$ cat src/rtl/port_arb_pkg.sv
//==============================================================================
// Module      : port_arb_pkg
// Description : Shared types and constants for the port bus arbiter.
// Revision    : 1.0 - initial release
//==============================================================================
`default_nettype none

package port_arb_pkg;

    localparam int NUM_REQ = 2;

    typedef enum logic [1:0] {
        IDLE  = 2'd0,
        DRIVE = 2'd1,
        TURN  = 2'd2,
        WAIT  = 2'd3
    } port_arb_state_t;

endpackage : port_arb_pkg

`default_nettype wire

$ cat src/rtl/port_arb_rr.sv
//==============================================================================
// Module      : port_arb_rr
// Description : Combinational one-hot grant for two requesters. Round-robin by
//               default; PORT_ARB_FIXED_PRIO_EN selects fixed priority (req 0).
// Revision    : 1.0 - initial release
//==============================================================================
`default_nettype none

module port_arb_rr
    import port_arb_pkg::*;
(
    input  logic [NUM_REQ-1:0] valid,
    input  logic               last_owner,
    output logic [NUM_REQ-1:0] grant
);

`ifdef PORT_ARB_FIXED_PRIO_EN
    logic w_unused_last_owner;
    assign w_unused_last_owner = last_owner;

    always_comb begin
        grant = '0;
        if (valid[0]) begin
            grant = 2'b01;
        end else if (valid[1]) begin
            grant = 2'b10;
        end
    end
`else
    // Under contention the requester that did not own the last transfer wins.
    always_comb begin
        grant = valid;
        if (valid == 2'b11) begin
            grant = last_owner ? 2'b01 : 2'b10;
        end
    end
`endif

endmodule : port_arb_rr

`default_nettype wire

$ cat src/rtl/port_bus_arbiter.sv
//==============================================================================
// Module      : port_bus_arbiter
// Description : Shares one bidirectional port between two requesters with a
//               guaranteed turnaround cycle. Option: PORT_ARB_FIXED_PRIO_EN.
// Revision    : 1.0 - initial release
//==============================================================================
`default_nettype none

module port_bus_arbiter
    import port_arb_pkg::*;
#(
    parameter int DW      = 32,
    parameter int WR_HOLD = 2,
    parameter int RD_WAIT = 2
)
(
    input  logic               clk_clk,
    input  logic               reset_reset_n,
    input  logic [NUM_REQ-1:0] req_valid,
    output logic [NUM_REQ-1:0] req_ready,
    input  logic [NUM_REQ-1:0] req_write,
    input  logic [DW-1:0]      req_wdata0,
    input  logic [DW-1:0]      req_wdata1,
    output logic [NUM_REQ-1:0] done,
    output logic [DW-1:0]      rdata,
    output logic               port_oe,
    output logic [DW-1:0]      port_dout,
    input  logic [DW-1:0]      port_din
);

    localparam int c_MAX_CNT = (WR_HOLD > RD_WAIT) ? WR_HOLD : RD_WAIT;
    localparam int c_CNT_W   = $clog2(c_MAX_CNT + 1);
    localparam logic [c_CNT_W-1:0] c_WR_LOAD = c_CNT_W'(WR_HOLD - 1);
    localparam logic [c_CNT_W-1:0] c_RD_LOAD = c_CNT_W'(RD_WAIT - 1);
    localparam logic [c_CNT_W-1:0] c_CNT_ONE = c_CNT_W'(1);

    port_arb_state_t     r_state;
    port_arb_state_t     w_state_nxt;
    logic [c_CNT_W-1:0]  r_cnt;
    logic [c_CNT_W-1:0]  w_cnt_nxt;
    logic [NUM_REQ-1:0]  w_grant;
    logic [NUM_REQ-1:0]  w_done_nxt;
    logic [NUM_REQ-1:0]  r_done;
    logic                w_accept;
    logic                w_acc_idx;
    logic                w_acc_write;
    logic                w_last_owner;
    logic                w_sample;
    logic                r_owner;
    logic                r_write;
    logic [DW-1:0]       r_dout;
    logic [DW-1:0]       r_rdata;

    port_arb_rr u_rr (
        .valid      (req_valid),
        .last_owner (w_last_owner),
        .grant      (w_grant)
    );

    assign w_accept    = (r_state == IDLE) && (|w_grant);
    assign w_acc_idx   = w_grant[1];
    assign w_acc_write = |(w_grant & req_write);
    assign w_sample    = (r_state == WAIT) && (r_cnt == '0);

    assign req_ready = (r_state == IDLE) ? w_grant : '0;
    // Decoded from state so the enable drops the instant reset asserts.
    assign port_oe   = (r_state == DRIVE);
    assign port_dout = r_dout;
    assign done      = r_done;
    assign rdata     = r_rdata;

`ifdef PORT_ARB_FIXED_PRIO_EN
    assign w_last_owner = 1'b1;
`else
    // Resetting to 1 makes requester 0 the preferred winner after reset.
    logic r_last_owner;

    always_ff @(posedge clk_clk or negedge reset_reset_n) begin
        if (!reset_reset_n) begin
            r_last_owner <= 1'b1;
        end else if (w_accept) begin
            r_last_owner <= w_acc_idx;
        end
    end

    assign w_last_owner = r_last_owner;
`endif

    always_ff @(posedge clk_clk or negedge reset_reset_n) begin
        if (!reset_reset_n) begin
            r_state <= IDLE;
            r_cnt   <= '0;
            r_done  <= '0;
        end else begin
            r_state <= w_state_nxt;
            r_cnt   <= w_cnt_nxt;
            r_done  <= w_done_nxt;
        end
    end

    always_comb begin
        w_state_nxt = r_state;
        w_cnt_nxt   = r_cnt;
        w_done_nxt  = '0;
        case (r_state)
            IDLE: begin
                if (w_accept) begin
                    if (w_acc_write) begin
                        w_state_nxt = DRIVE;
                        w_cnt_nxt   = c_WR_LOAD;
                    end else begin
                        w_state_nxt = TURN;
                    end
                end
            end
            DRIVE: begin
                if (r_cnt == '0) begin
                    w_state_nxt         = TURN;
                    w_done_nxt[r_owner] = 1'b1;
                end else begin
                    w_cnt_nxt = r_cnt - c_CNT_ONE;
                end
            end
            TURN: begin
                if (r_write) begin
                    w_state_nxt = IDLE;
                end else begin
                    w_state_nxt = WAIT;
                    w_cnt_nxt   = c_RD_LOAD;
                end
            end
            WAIT: begin
                if (r_cnt == '0) begin
                    w_state_nxt         = IDLE;
                    w_done_nxt[r_owner] = 1'b1;
                end else begin
                    w_cnt_nxt = r_cnt - c_CNT_ONE;
                end
            end
            default: begin
                w_state_nxt = IDLE;
            end
        endcase
    end

    always_ff @(posedge clk_clk or negedge reset_reset_n) begin
        if (!reset_reset_n) begin
            r_owner <= 1'b0;
            r_write <= 1'b0;
            r_dout  <= '0;
            r_rdata <= '0;
        end else begin
            if (w_accept) begin
                r_owner <= w_acc_idx;
                r_write <= w_acc_write;
                if (w_acc_write) begin
                    r_dout <= w_acc_idx ? req_wdata1 : req_wdata0;
                end
            end
            if (w_sample) begin
                r_rdata <= port_din;
            end
        end
    end

endmodule : port_bus_arbiter

`default_nettype wire

$ cat config.mk
export PLATFORM = sky130hd
export DESIGN_NAME = port_bus_arbiter
export DESIGN_NICKNAME = d
export VERILOG_FILES = /design/src/rtl/port_arb_pkg.sv /design/src/rtl/port_arb_rr.sv /design/src/rtl/port_bus_arbiter.sv
export SDC_FILE = /design/constraint.sdc
export NUM_CORES = 1
export LEC_CHECK = 0
export BUFFER_PORTS_ARGS = -buffer_cell sky130_fd_sc_hd__buf_2
export CORE_ASPECT_RATIO = 0.9
export CORE_MARGIN = 4
export CORE_UTILIZATION = 46
export CTS_CLUSTER_SIZE = 8
export DETAILED_ROUTE_END_ITERATION = 7
export PLACE_DENSITY = 0.83
export RECOVER_POWER = 100
export SLEW_MARGIN = 10
export SYNTH_ARGS = -nofsm -noshare
export SYNTH_HDL_FRONTEND = slang
export SYNTH_SLANG_ARGS = --single-unit
$ cat constraint.sdc
create_clock -name clk_clk -period 2.1 [get_ports clk_clk]
set_input_delay 0.21 -clock clk_clk [delete_from_list [all_inputs] [get_ports clk_clk]]
set_output_delay 0.21 -clock clk_clk [all_outputs]
set_load 0.005 [all_outputs]
==> metrics <==
status=finished clean; RSZ-0062 raised after global routing=no; Seq pwr share=40.9%; gr ovfl total=0; number of flops mapped to enable cells by yosys=0; pin count of the biggest net entering global routing=37; detailed placer's ending HPWL=6510 µm; Synth Area per Inst=13.7 µm²; Netlist cell types=31; number of routed nets with antenna violations=0; crit path max fanout=33; antenna violations before repair=0; Comb pwr share=40.0%; Worst path max stage delay=0.48 ns; Root Buffer=clkbuf_8; hold crit path type=in -> reg; drt first-iter violations=37; DR vias/cell=5.04; CTS Sinks=73; die area=0.00912 mm²; CP max-delay cell=dfrtp_1; Slew headroom=38.5%; CP delay by family, top=simple AND/OR/NAND/NOR gates; VDD IR max=716 µV; Core Rows=29; ys flop type=dfrtp_1; setup_tns=0 ns; first-pass GRT wire length=13900 µm; top-count cell post-synth=dfrtp_1; arrival time worst endpoint=1.75 ns; H-tree depth=3; area share of the largest cell type after synthesis=51.2%; Area Overhead vs Synth=25.5%; Worst Tran Pin Value=0.923 ns; Async S/R FF share, synth=100%; largest area contributor in the netlist=dfrtp_1; met2 routed WL=4580 µm; number of remaining DRC errors=0; CP required=1.89 ns; #FFs+latches synth=73; YS warnings=0; highest clock rate=0.510 GHz; Setup Buffers After CTS=0; # nets final=531; leak pwr=2.08 nW; Setup Skew=0.00796 ns; CTS tree=done; r2r setup slk=0.17 ns; GRT Util Overall=19.2%; Core Area=0.00726 mm²; P_int=4.03 mW; maximum buffer depth of the clock tree=2; final instance area=0.00442 mm²; CTS clock-pin slew for the worst setup and hold paths=0.08 ns; Net Count, Synth=360; vias in the first global route=2837; critical path class=reg -> out; period utilisation layout=93.3%; Placer Congestion=0.720; routed via count=2649; DIE WIDTH=100 µm; DIE HEIGHT=91.0 µm; crit start category=flip-flop; Mapped Area=0.00352 mm²; power after layout=6.21 mW; Worst Setup End Kind=output pin; Synth area leaders=dfrtp_1 (51%), a21oi_4 (14%), mux2_2 (10%); routed length on met3=603 µm; Starting Density=48.5%; Seq/Total Area, Yosys=51.9%; switch share=35.1%; WP buf/inv=2; maxcap violations=0; Post-Synthesis Cells=257; IO Port Bufs=170; ant diodes=0; Num CTS Buffers=9; Routed WL=8450 µm; Cell Area, Placed=0.00447 mm²; layout cell share with drive strength beyond 1=46.0%; Top Metal Used=met4; met1 wire length=3150 µm; pwr dens=1410 mW/mm²; Clk pwr share=19.1%; Hold Fails Final Rpt=0; clk_lat worst skew=0.34 ns; routed len/inst=16.1 µm; final worst slack=0.140 ns; NetSw=2.18 mW; IO Pins=171; Final Max Slew Viols=0; Synth top cells by count=dfrtp_1 (72), a21oi_1 (36), mux2_2 (32), mux2i_1 (32), a21oi_4 (30); sequence of cells on the critical path=nor2_2, buf_6, and2_1, buf_2; fin crit period=1.96 ns; # setup viols final=0; DP Worst Slack=0.394 ns; 1st-pass router iterations=4
metrics by stage:
step / hold WS, ns / util (%) / std cells
after floorplan: -0.0856 / - / 257
after global placement: 0.192 / 61.6 / 509
after detailed placement: 0.203 / 61.6 / 509
after CTS: 0.0820 / 64.8 / 526
after global routing: 0.0777 / 60.9 / 526
final: 0.0974 / 60.9 / 526
layout by cell type, fill, tap and decap left out, types with 4 or more instances in the layout:
cell type and n:
mux2i_1 32, clkbuf_2 4, clkbuf_1 46, nand2_1 4, buf_2 126, dfrtp_1 72, a21oi_1 52, mux2_2 32
a21oi_4 14, clkbuf_8 9
metal layers:
layer  track usage [%]  vias up
li1                  -     1259
met1              21.8     1283
met2              34.5       97
met3              5.90       10
met4              5.61        0
met5                 0        -
cells by family after synthesis:
kind of cell | Yosys count | synth area share, %
buf+inv | 24 | 4.30
simple gates | 16 | 2.35
fa+ha+maj | 1 | 0.355
mux | 64 | 19.3
compound gates | 79 | 21.7
flops | 73 | 51.9
final timing paths:
check,startpoint,end,depth (start not counted)
worst min-delay path,port_din[9],rdata[9]$_DFFE_PN0P_,2
worst max register to register,r_cnt[0]$_DFFE_PN0P_,rdata[3]$_DFFE_PN0P_,5
min in group asynchronous,reset_reset_n,port_dout[23]$_DFFE_PN0P_,2
worst min register to register,r_owner$_DFFE_PN0N_,done[0]$_DFF_PN0_,1
max in group asynchronous,reset_reset_n,port_dout[16]$_DFFE_PN0P_,3
worst max-delay path,r_state[0]$_DFFE_PN0P_,req_ready[1],4
power groups by stage:
stage | logic [mW] | registers, mW | clock network, mW
5_1_grt | 2.76 | 2.64 | 1.31
2_1_floorplan | 1.79 | 2.54 | 0
6_report | 2.48 | 2.54 | 1.19
3_5_place_dp | 2.93 | 2.55 | 0
4_1_cts | 2.94 | 2.54 | 1.23
3_3_place_gp | 2.81 | 2.53 | 0
cell type report:
cell class	count	area [µm²]
fillers	643	2840
flip-flops and latches	73	1830
multi-input cells	160	1370
repair buffers	181	875
clock buffers	9	124
well taps	93	116
clock inverters	7	95.1
inverters	3	11.3
worst reg2reg max path: stages (launching register included):
cell and delay [ns]:
dfrtp_1 0.37, inv_1 0.05, ha_1 0.24, nand3_1 0.11
clkbuf_2 0.62, mux2_2 0.44
registers in the layout, summed over array words and instances, names as in the netlist:
| signal | cells |
|---|---|
| port_dout | 32 |
| rdata | 32 |
| done | 2 |
| r_cnt | 2 |
| r_state | 2 |
| r_last_owner | 1 |
| r_owner | 1 |
| r_write | 1 |
timing repair:
item,CTS,global route
gates resized for setup,0,1
hold endpoints to repair,32,0
hold buffers,1,0
endpoints found under the setup margin,0,1
Note: power is estimated with default switching activity, not from simulation.
